`config.mk`:
```
export PLATFORM = sky130hd
export DESIGN_NAME = voice_mixer
export DESIGN_NICKNAME = d
export VERILOG_FILES = /design/src/rtl/synth_pkg.sv /design/src/rtl/voice_mixer_sat.sv /design/src/rtl/voice_mixer.sv
export SDC_FILE = /design/constraint.sdc
export NUM_CORES = 1
export LEC_CHECK = 0
export BUFFER_PORTS_ARGS = -buffer_cell sky130_fd_sc_hd__buf_4
export CAP_MARGIN = 20
export CELL_PAD_IN_SITES_DETAIL_PLACEMENT = 0
export CELL_PAD_IN_SITES_GLOBAL_PLACEMENT = 1
export CORE_MARGIN = 10
export CORE_UTILIZATION = 53
export CTS_CLUSTER_SIZE = 16
export DETAILED_ROUTE_END_ITERATION = 12
export PLACE_DENSITY_LB_ADDON = 0.1
export SLEW_MARGIN = 20
export SYNTH_ARGS = -nofsm -noshare
export SYNTH_HDL_FRONTEND = slang
export SYNTH_SLANG_ARGS = --single-unit
```
`constraint.sdc`:
```
create_clock -name clk -period 20 [get_ports clk]
set_input_delay 3 -clock clk [delete_from_list [all_inputs] [get_ports clk]]
set_output_delay 3 -clock clk [all_outputs]
set_load 0.01 [all_outputs]
```
`src/rtl/synth_pkg.sv`:
```
// Shared constants for the envelope and mixer stages.
// Holds the mixer FSM encoding and the fixed-point shift amounts.
package synth_pkg;

    localparam logic [1:0] MIX_IDLE  = 2'd0;
    localparam logic [1:0] MIX_MAC   = 2'd1;
    localparam logic [1:0] MIX_SCALE = 2'd2;

    localparam int VOL_FRAC_SHIFT = 17;
    localparam int GAIN_SHIFT     = 6;

    localparam logic [17:0] VOLUME_MAX = 18'h1FFFF;

endpackage

```
`src/rtl/voice_mixer_sat.sv`:
```
// Signed clamp from IN_W bits down to OUT_W bits.
// Reports whether the value had to be clamped.
module voice_mixer_sat #(
    parameter int IN_W  = 27,
    parameter int OUT_W = 16
) (
    input  logic signed [IN_W-1:0]  din,
    output logic signed [OUT_W-1:0] dout,
    output logic                    clip
);

    localparam logic signed [OUT_W-1:0] MAXV = {1'b0, {(OUT_W-1){1'b1}}};
    localparam logic signed [OUT_W-1:0] MINV = {1'b1, {(OUT_W-1){1'b0}}};

    logic [IN_W-OUT_W:0] top;

    // In range iff every bit above the output sign bit matches it.
    always_comb begin
        top  = din[IN_W-1:OUT_W-1];
        clip = !((&top) || (~|top));
        dout = din[OUT_W-1:0];
        if (clip) begin
            dout = din[IN_W-1] ? MINV : MAXV;
        end
    end

endmodule

```
`src/rtl/voice_mixer.sv`:
```
// Multi-voice mixer: shared MAC over snapshotted voices, master gain, saturation.
// VOICE_MIXER_CLIP_COUNT_EN adds a saturating count of clipped frames.
module voice_mixer
    import synth_pkg::*;
#(
    parameter int NUM_VOICES = 4,
    parameter int SAMPLE_W   = 16,
    parameter int OUT_W      = 16
) (
    input  logic                       clk,
    input  logic                       rst_n,
    input  logic                       new_sample,
    input  logic [NUM_VOICES*16-1:0]   voice_sample,
    input  logic [NUM_VOICES*18-1:0]   voice_volume,
    input  logic [NUM_VOICES-1:0]      voice_active,
    input  logic [6:0]                 master_gain,
    output logic signed [OUT_W-1:0]    mix_out,
    output logic                       mix_valid,
    output logic                       busy,
    output logic                       clip,
    output logic                       overrun,
    output logic [15:0]                clip_count
);

    localparam int AW = SAMPLE_W + $clog2(NUM_VOICES) + 1;
    localparam int IW = (NUM_VOICES > 1) ? $clog2(NUM_VOICES) : 1;
    localparam int PW = SAMPLE_W + 18;
    localparam int GW = AW + 8;

    logic [1:0]                 state;
    logic [IW-1:0]              idx;
    logic signed [SAMPLE_W-1:0] samp_q [NUM_VOICES];
    logic [17:0]                vol_q  [NUM_VOICES];
    logic [NUM_VOICES-1:0]      act_q;
    logic [6:0]                 gain_q;
    logic signed [AW-1:0]       acc;

    logic signed [PW-1:0]    prod;
    logic signed [PW-1:0]    term_full;
    logic signed [AW-1:0]    term;
    logic signed [GW-1:0]    gprod;
    logic signed [GW-1:0]    gval;
    logic signed [OUT_W-1:0] sat_out;
    logic                    sat_clip;

    // vol_q[17] is always 0, so the signed view is the plain magnitude.
    always_comb begin
        prod      = samp_q[idx] * $signed(vol_q[idx]);
        term_full = prod >>> VOL_FRAC_SHIFT;
        term      = act_q[idx] ? term_full[AW-1:0] : '0;
        gprod     = acc * $signed({1'b0, gain_q});
        gval      = gprod >>> GAIN_SHIFT;
    end

    voice_mixer_sat #(
        .IN_W  (GW),
        .OUT_W (OUT_W)
    ) u_sat (
        .din  (gval),
        .dout (sat_out),
        .clip (sat_clip)
    );

    assign busy = (state != MIX_IDLE);

    always_ff @(posedge clk) begin
        if (!rst_n) begin
            state     <= MIX_IDLE;
            idx       <= '0;
            act_q     <= '0;
            gain_q    <= '0;
            acc       <= '0;
            mix_out   <= '0;
            mix_valid <= 1'b0;
            clip      <= 1'b0;
            overrun   <= 1'b0;
            for (int i = 0; i < NUM_VOICES; i++) begin
                samp_q[i] <= '0;
                vol_q[i]  <= '0;
            end
        end else begin
            mix_valid <= 1'b0;
            case (state)
                MIX_IDLE: begin
                    if (new_sample) begin
                        for (int i = 0; i < NUM_VOICES; i++) begin
                            samp_q[i] <= voice_sample[i*SAMPLE_W +: SAMPLE_W];
                            vol_q[i]  <= voice_volume[i*18 +: 18] & VOLUME_MAX;
                        end
                        act_q  <= voice_active;
                        gain_q <= master_gain;
                        acc    <= '0;
                        idx    <= '0;
                        state  <= MIX_MAC;
                    end
                end
                MIX_MAC: begin
                    acc <= acc + term;
                    if (idx == IW'(NUM_VOICES - 1)) begin
                        state <= MIX_SCALE;
                    end else begin
                        idx <= idx + 1'b1;
                    end
                    if (new_sample) overrun <= 1'b1;
                end
                MIX_SCALE: begin
                    mix_out   <= sat_out;
                    clip      <= sat_clip;
                    mix_valid <= 1'b1;
                    state     <= MIX_IDLE;
                    if (new_sample) overrun <= 1'b1;
                end
                default: state <= MIX_IDLE;
            endcase
        end
    end

`ifdef VOICE_MIXER_CLIP_COUNT_EN
    always_ff @(posedge clk) begin
        if (!rst_n) begin
            clip_count <= '0;
        end else if (state == MIX_SCALE && sat_clip && clip_count != 16'hFFFF) begin
            clip_count <= clip_count + 16'd1;
        end
    end
`else
    assign clip_count = '0;
`endif

endmodule

```
=== Word level (Yosys, flattened, before mapping) ===
Memory sizes are Yosys's and may differ from the RTL's. A register that Yosys moved wholly into a read port is not among the register bits.
Cells that the tools add are included.

* Add/sub/neg operators: 2
* Reductions and logical operators: 14
* Multipliers: 2
* Multiplexer cells: 31
* Equality and inequality tests: 6
* Bitwise operators: 8
* $lt $le $gt $ge: 1

{| class="wikitable"
|+ Operators with widths
! cell !! count
|-
| $mux W16 || 6
|-
| $mux W17 || 4
|-
| $mux W19 || 2
|-
| $pmux W19 S2 || 1
|-
| $mul A16 B18 Y34 || 1
|-
| $mul A19 B8 Y27 || 1
|-
| $add A19 B19 Y19 || 1
|-
| $mux W2 || 8
|-
| $or A1 B1 Y1 || 8
|-
| $pmux W2 S2 || 2
|-
| $reduce_and A2 Y1 || 4
|-
| $mux W1 || 7
|-
| $ne A2 B2 Y1 const B || 3
|-
| $reduce_and A6 Y1 || 1
|-
| $reduce_or A6 Y1 || 1
|-
| $eq A2 B2 Y1 const B || 2
|-
| $reduce_bool A2 Y1 || 2
|-
| $lt A2 B3 Y1 const B || 1
|-
| $reduce_and A3 Y1 || 1
|-
| $add A2 B1 Y2 const B || 1
|-
| $bmux W1 S2 || 1
|-
| $eq A2 B1 Y1 const B || 1
|-
| $logic_not A1 Y1 || 2
|-
| $logic_not A2 Y1 || 1
|-
| 2 further kinds || 2
|}

* Input port bits: 150
* Output and inout bits: 36
* Memory bits (writable): 132
* Bits in registers: 53
* Memories: 2
* Logic and storage cells: 75

{| class="wikitable"
|+ Memories
! name !! depth !! width !! rd ports !! clocked after memory_dff !! write ports !! line !! source
|-
| vol_q || 4 || 17 || 1 || 1 || 4 || voice_mixer.sv:33 || <nowiki>logic [17:0] vol_q [NUM_VOICES];</nowiki>
|-
| samp_q || 4 || 16 || 1 || 1 || 4 || voice_mixer.sv:32 || <nowiki>logic signed [SAMPLE_W-1:0] samp_q [NUM_VOICES];</nowiki>
|}

=== Depth between registers and ports, before layout ===
Gate-level depths: netlist (run 1).

* Word-level depth: 5
* Depth in mapped cells: 42
* Mapped depth without buffers: 39

=== Modules after synthesis ===
Synthesis (run 1) repeated with hierarchy kept, for this count alone.

* Cells, all modules: 2308
* Area total of the unflattened synthesis: 22266.4 um^2

{| class="wikitable"
|+ By module, submodules not included
! module !! area each (um^2) !! instances !! sequential area each (um^2) !! cells each
|-
| voice_mixer || 21984.8 || 1 || 5064.9 || 2266
|-
| voice_mixer_sat || 281.5 || 1 || 0.0 || 42
|}

=== Worst setup path before layout (run 1) ===
No wires, ideal clock.

* Path type: register to register
* Start point: reg (tool-made name)
* End point: reg acc[18]
* Buffers on the path: 3
* Library setup time: 62 ps
* Cell stages (with the launch flop): 40
* Setup slack: 10226 ps
* Arrival time: 9712 ps
* Clock period less this slack: 9774 ps
* Required time: 19938 ps
* Path through: dfxtp_1 buf_4 buf_1 clkbuf_1 mux2i_1 nand2_1 o21ai_1 clkinv_1 nand2_1 fa_1 fa_1 inv_1 fa_1 fa_1 fa_1 inv_1 fa_1 inv_1 [... 4 more ...] nand4_1 a31oi_1 o21a_1 o21ai_1 a21oi_1 o21ai_1 nor3b_1 ha_1 nor2b_1 nor4_1 o31a_1 a211oi_1 o41ai_1 and2_1 a2111o_1 nand4_1 or4_1 nand3_1

{| class="wikitable"
|+ RTL lines
! element !! line !! source
|-
| end signal, assigned || voice_mixer.sv:98 || <nowiki>acc <= acc + term;</nowiki>
|-
| end, declared || voice_mixer.sv:36 || <nowiki>logic signed [AW-1:0] acc;</nowiki>
|}

==> impl_metrics.tcl, run 1 <==
set metrics [dict create \
    layout_common_cells "411 x inv_1, 308 x fa_1, 253 x and2_1, 223 x nand2_1, 195 x ha_1" \
    overflow 0 \
    holdPathStages 2 \
    cpMaxStageDelayCell "o21ai_2" \
    initialDrtViolationCount 981 \
    r2r-end "acc[18]$_SDFFE_PN0P_" \
    worst_slack_ns 8.59 \
    first_pass_iters 7 \
    post_cts_buffers 0 \
    path_common_cell "fa_1" \
    cts_tree "built" \
    yosys_warnings 0 \
    comb_power_share_pct 61.8 \
    p_per_area_mw_per_mm2 86.3 \
    postLayoutCellArea_mm2 0.0243 \
    r2r_slack_ns 8.59 \
    cts_buffers 17 \
    pwr-share-seq_pct 22.2 \
    rsz0062_at_grt "no" \
    yosysTopAreaCell "fa_1" \
    finalHoldViolCount 0 \
    async_reset_ff_share_pct 0 \
    grt_pass1_wl_um 85500 \
    detailedPlace.worstSlack_ns 8.70 \
    nNetsFinal 3039 \
    whs_ns 0.458 \
    ir_worst_vdd_uv 98.5 \
    yosysTopAreaCellShare_pct 28.0 \
    multi_input_area_mm2 0.0151 \
    n_fill_cell 3627 \
    clk_path_buf_depth 2 \
    min_from "mix_out[6]$_SDFFE_PN0P_" \
    grt.total_usage_pct 21.5 \
    tightest_slew_ns 1.05 \
    total_leakage_power_nw 11.4 \
    synth-edff-count 132 \
    fp.dieH_um 224 \
    sw_frac_of_total_pct 44.6 \
    syn-instance-count 2263 \
    portBuffers 165 \
    core-area_mm2 0.0410 \
    wl_per_cell_um 17.9 \
    antenna_found_initial 1 \
    finalSetupViolCount 0 \
    place_congestion 0.867 \
    dp.final_hpwl_um 42500 \
    worst_clock_skew_ns 0.0135 \
    area_growth_pct 10.3 \
    synth_area_mm2 0.0220 \
    arrival_ns 11.80 \
    fp.dieW_um 224 \
    clkPwrFrac_pct 16.0 \
    drc 0 \
    ff_latch_area_mm2 0.00507 \
    vias_per_cell 5.31 \
    fmax_ghz 0.0877 \
    root_buffer "clkbuf_16" \
    dp.cells 2899 \
    vias 15569 \
    cts_sinks 187 \
    min_to "mix_out[6]$_SDFFE_PN0P_" \
    synth.distinct_cells 69 \
    p_int_mw 1.16 \
    timing.final.crit_share_pct 57.0 \
    synth_seq_area_share_pct 23.0 \
    path_class "reg -> reg" \
    p_switching_mw 0.935 \
    ys_ff_latch 187 \
    grt_pass1_vias 16228 \
    hold_path.class "reg -> reg" \
    start_util_pct 53.7 \
    cap_violations 0 \
    clkTransAtPathRegs_ns 0.08 \
    max_stage_delay_ns 0.75 \
    ctsHtreeMaxLevel 4 \
    worstSetupEndpointType "flop" \
    postPlaceCellArea_mm2 0.0237 \
    layout-drive-gt1-share_pct 11.2 \
    crit_fanout 55 \
    finalNonFillerCells 2932 \
    dieArea_mm2 0.0501 \
    clock_latency_ns 0.45 \
    grt_max_degree 142 \
    row_count 74 \
    tns_ns 0 \
    fin_crit_ns 11.41 \
    status "completed" \
    hold_buffers 0 \
    worstRegToRegCells 36 \
    cp_data_required_time_ns 20.39 \
    syn_avg_cell_area_um2 9.74 \
    ys.flop_type "edfxtp_1" \
    ys_top_cells_by_area "fa_1 28%, edfxtp_1 18%, ha_1 11%" \
    post_cts_resized 0 \
    critPathLaunchType "flop" \
    drt_wl_total_um 52600 \
    io_pins 186 \
    final-max-slew-violation-count 0 \
    layout_commonest_cell "inv_1" \
    slew_headroom_pct 30.2 \
    ant_nets 0 \
]
-- layer usage --
layer  wire length [um]  GRT usage (%)  up-vias
li1                   -              -     7386
met1              24900           30.9     7740
met2              23500           32.8      401
met3               3320           4.36       42
met4                849           5.22        0
met5                  0              0        -
-- critical path: cells and delay by family, from the launching register on --
family,cells,cell delay [ns]
adder cells (fa/ha/maj),8,3.63
AO/OA/AOI/OAI,11,3.20
AND/OR/NAND/NOR,11,2.85
buffers and inverters,5,0.86
multiplexers,1,0.42
flip-flops,1,0.31
-- per-stage QoR --
| step | power, mW | util [%] |
|---|---|---|
| 2_1_floorplan | 1.45 | - |
| 3_3_place_gp | 1.75 | 57.8 |
| 3_5_place_dp | 1.78 | 57.8 |
| 4_1_cts | 2.13 | 59.3 |
| 5_1_grt | 2.34 | 59.3 |
| 6_report | 2.10 | 59.3 |
-- area by class of cell --
type | count | area share, %
Clock inverter | 14 | 0.612
Timing Repair Buffer | 183 | 5.67
Tap cell | 532 | 2.74
Inverter | 413 | 6.39
Sequential cell | 187 | 20.8
Antenna cell | 1 | 0.0103
Multi-Input combinational cell | 1584 | 62.0
Clock buffer | 18 | 1.77
-- kinds of logic after synthesis --
group           Yosys count  share of synthesized area, %
buf+inv                 507                          9.00
fa+ha+maj               503                          39.0
other cells               1                        0.0170
simple gates            737                          16.6
xor+xnor                 49                          1.95
flops                   187                          23.0
mux                      62                          3.58
compound gates          217                          6.87
-- cells in the mapped netlist (27+ instances only) --
| cell | instances |
|---|---|
| inv_1 | 412 |
| fa_1 | 308 |
| and2_1 | 253 |
| nand2_1 | 223 |
| ha_1 | 195 |
| nor2_1 | 148 |
| edfxtp_1 | 132 |
| clkbuf_1 | 63 |
| dfxtp_1 | 55 |
| a21oi_1 | 43 |
| xnor2_1 | 32 |
| mux2i_1 | 27 |
-- power by group through the flow --
| stage | registers, mW | clock network [mW] | logic (mW) |
|---|---|---|---|
| 2_1_floorplan | 0.465 | 0 | 0.983 |
| 3_3_place_gp | 0.474 | 0 | 1.27 |
| 3_5_place_dp | 0.476 | 0 | 1.30 |
| 4_1_cts | 0.467 | 0.346 | 1.31 |
| 5_1_grt | 0.471 | 0.356 | 1.51 |
| 6_report | 0.467 | 0.336 | 1.30 |
-- state kept, by name, indices dropped and copies added, names as in the netlist, named ones only --
| register | count |
|---|---|
| samp_q | 64 |
| vol_q | 68 |
| overrun | 1 |
| mix_valid | 1 |
| state | 2 |
| gain_q | 7 |
| acc | 19 |
| clip | 1 |
| mix_out | 16 |
| act_q | 4 |
| idx | 2 |
-- how the worst max path moves through the flow --
stage	from	endpoint	slack [ns]
2_1_floorplan	flop	acc[18]$_SDFFE_PN0P_	10.23
3_3_place_gp	flop	acc[18]$_SDFFE_PN0P_	8.94
3_5_place_dp	flop	acc[18]$_SDFFE_PN0P_	8.70
4_1_cts	flop	acc[18]$_SDFFE_PN0P_	8.66
5_1_grt	flop	acc[18]$_SDFFE_PN0P_	7.77
6_report	flop	acc[18]$_SDFFE_PN0P_	8.59
No activity file was read; power rests on OpenSTA's default activity.
==> run 2, diff against run 1 <==
--- a/config.mk
+++ b/config.mk
@@ -10,7 +10,7 @@
 export CELL_PAD_IN_SITES_DETAIL_PLACEMENT = 0
 export CELL_PAD_IN_SITES_GLOBAL_PLACEMENT = 1
 export CORE_MARGIN = 10
-export CORE_UTILIZATION = 53
+export CORE_UTILIZATION = 44
 export CTS_CLUSTER_SIZE = 16
 export DETAILED_ROUTE_END_ITERATION = 12
 export PLACE_DENSITY_LB_ADDON = 0.1
==> constraint.sdc (replaced) <==
create_clock -name clk -period 10.1 [get_ports clk]
set_input_delay 1.515 -clock clk [delete_from_list [all_inputs] [get_ports clk]]
set_output_delay 1.515 -clock clk [all_outputs]
set_load 0.01 [all_outputs]
==> run 2 against run 1 <==
  * Sequential share of layout area shrank 1.0 points
  * Largest cell class unchanged
  * Sequential power grew 98%
  * Highest routed layer is now met5
  * Hold slack is essentially flat
  * Register-to-register slack lost 8.2 ns
  * Cell area grew 5.3%
  * Clock skew grew 0.0087 ns
  * Clock-buffer cell count shrank 1
==> impl_metrics.tcl, run 2 (synthesis gave the netlist of run 1 again) <==
set metrics [dict create \
    start_util_pct 44.8 \
    top_layer_used "met5" \
    reg.largest.list "vol_q x68, samp_q x64, acc x19" \
    critPathLaunchType "flop" \
    core-area_mm2 0.0493 \
    worstRegToRegCells 42 \
    min_to "mix_out[8]$_SDFFE_PN0P_" \
    dieArea_mm2 0.0594 \
    p_per_area_mw_per_mm2 175 \
    cap_violations 0 \
    cpMaxStageDelayCell "fa_1" \
    antenna_found_initial 2 \
    p_int_mw 2.48 \
    cp_data_required_time_ns 10.51 \
    finalHoldViolCount 0 \
    met2_wirelength_um 25900 \
    largest_reg_flops 68 \
    finalSetupViolCount 0 \
    cts_tree "built" \
    ant_nets 0 \
    sw_frac_of_total_pct 44.6 \
    top_register "vol_q" \
    timing.final.crit_share_pct 95.7 \
    worstSetupEndpointType "flop" \
    drt-met1-wl_um 27600 \
    grt_pass1_wl_um 90700 \
    worst_clock_skew_ns 0.0221 \
    tightest_slew_ns 1.06 \
    area_growth_pct 16.2 \
    pwr-share-seq_pct 20.7 \
    vias_per_cell 5.06 \
    antenna_cells 0 \
    multi_input_area_mm2 0.0152 \
    clkTransAtPathRegs_ns 0.08 \
    n_fill_cell 4698 \
    min_from "mix_out[8]$_SDFFE_PN0P_" \
    first_pass_iters 5 \
    status "completed" \
    cp_num_buf_inv 10 \
    holdPathStages 2 \
    r2r-end "acc[18]$_SDFFE_PN0P_" \
    overflow 0 \
    io_pins 186 \
    drt_wl_total_um 57400 \
    grt.total_usage_pct 19.3 \
    dp.final_hpwl_um 47700 \
    worst_slack_ns 0.434 \
    postLayoutCellArea_mm2 0.0256 \
    ctsHtreeMaxLevel 4 \
    row_count 81 \
    initialDrtViolationCount 1086 \
    clk_path_buf_depth 2 \
    whs_ns 0.458 \
    fmax_ghz 0.103 \
    drc 0 \
    ff_latch_area_mm2 0.00507 \
    cts_sinks 187 \
    nNetsFinal 3159 \
    layout_commonest_cell "inv_1" \
    layout-drive-gt1-share_pct 16.1 \
    path_class "reg -> reg" \
    place_congestion 0.897 \
    root_buffer "clkbuf_16" \
    total_leakage_power_nw 12.1 \
    fin_crit_ns 9.67 \
    ir_worst_vdd_uv 172 \
    wl_met3_um 3340 \
    comb_power_share_pct 63.5 \
    fp.dieW_um 244 \
    cts_buffers 17 \
    arrival_ns 10.08 \
    portBuffers 165 \
    vias 16098 \
    grt_pass1_vias 16500 \
    r2r_slack_ns 0.43 \
    hold_path.class "reg -> reg" \
    path_common_cell "fa_1" \
    detailedPlace.worstSlack_ns -0.0643 \
    postPlaceCellArea_mm2 0.0247 \
    p_switching_mw 2.00 \
    clock_latency_ns 0.47 \
    max_stage_delay_ns 0.54 \
    slew_headroom_pct 29.2 \
    cp_num_cells 42 \
    final-max-slew-violation-count 0 \
    layout_common_cells "411 x inv_1, 308 x fa_1, 294 x buf_4, 253 x and2_1, 222 x nand2_1" \
    wl_per_cell_um 18.0 \
    clkPwrFrac_pct 15.9 \
    cpLargestDelayFamily "adder cells" \
    fp.dieH_um 244 \
    crit_fanout 12 \
    grt_max_degree 142 \
]
[run 2: metrics by stage]
step / power (mW) / util, % / TNS [ns] / cells
6_report: 4.48 / 52.0 / 0 / 3183
3_3_place_gp: 3.67 / 50.1 / -0.0391 / 3131
4_1_cts: 4.46 / 51.4 / 0 / 3163
3_5_place_dp: 3.72 / 50.1 / -0.0643 / 3131
5_1_grt: 4.99 / 52.0 / -0.0571 / 3183
2_1_floorplan: 2.87 / - / 0 / 2278
[run 2: worst min-delay path, delay by kind of cell, from the launching register on]
kind	cells	cell delay (ns)
DFF	1	0.32
and+or+nand+nor	1	0.05
AOI/OAI and AO/OA	1	0.05
[run 2: what timing repair did]
item | CTS | global route
setup buffers | 0 | 18
setup endpoints to repair | 1 | 4
endpoints found under the hold margin | 0 | 0
pin swaps | 0 | 7
gates resized for setup | 2 | 18
hold buffers | 0 | 0
cloned | 0 | 2
[run 2: layout make-up]
| class | instances | share of cell area, % |
|---|---|---|
| flip-flops and latches | 187 | 19.8 |
| inverters | 413 | 6.06 |
| repair buffers | 302 | 9.23 |
| well taps | 664 | 3.24 |
| clock buffers | 17 | 1.66 |
| multi-input cells | 1585 | 59.2 |
| clock inverters | 15 | 0.801 |
[run 2: how the worst max path moves through the flow]
stage	from	end	slack, ns
2_1_floorplan	flop	acc[18]$_SDFFE_PN0P_	0.33
3_3_place_gp	flop	acc[18]$_SDFFE_PN0P_	-0.04
3_5_place_dp	flop	acc[18]$_SDFFE_PN0P_	-0.06
4_1_cts	flop	acc[18]$_SDFFE_PN0P_	0.05
5_1_grt	flop	acc[18]$_SDFFE_PN0P_	-0.06
6_report	flop	acc[18]$_SDFFE_PN0P_	0.43
[run 2: power by group through the flow]
| stage | Combinational [mW] | Sequential [mW] | Clock (mW) |
|---|---|---|---|
| 6_report | 2.84 | 0.925 | 0.710 |
| 3_3_place_gp | 2.73 | 0.940 | 0 |
| 2_1_floorplan | 1.95 | 0.921 | 0 |
| 5_1_grt | 3.30 | 0.934 | 0.755 |
| 3_5_place_dp | 2.77 | 0.943 | 0 |
| 4_1_cts | 2.80 | 0.925 | 0.734 |
[run 2: layer usage]
metal | GRT usage (%) | vias to the layer above
met5 | 0 | -
met4 | 3.60 | 4
met3 | 3.41 | 30
met2 | 29.3 | 370
met1 | 28.3 | 8056
li1 | - | 7638
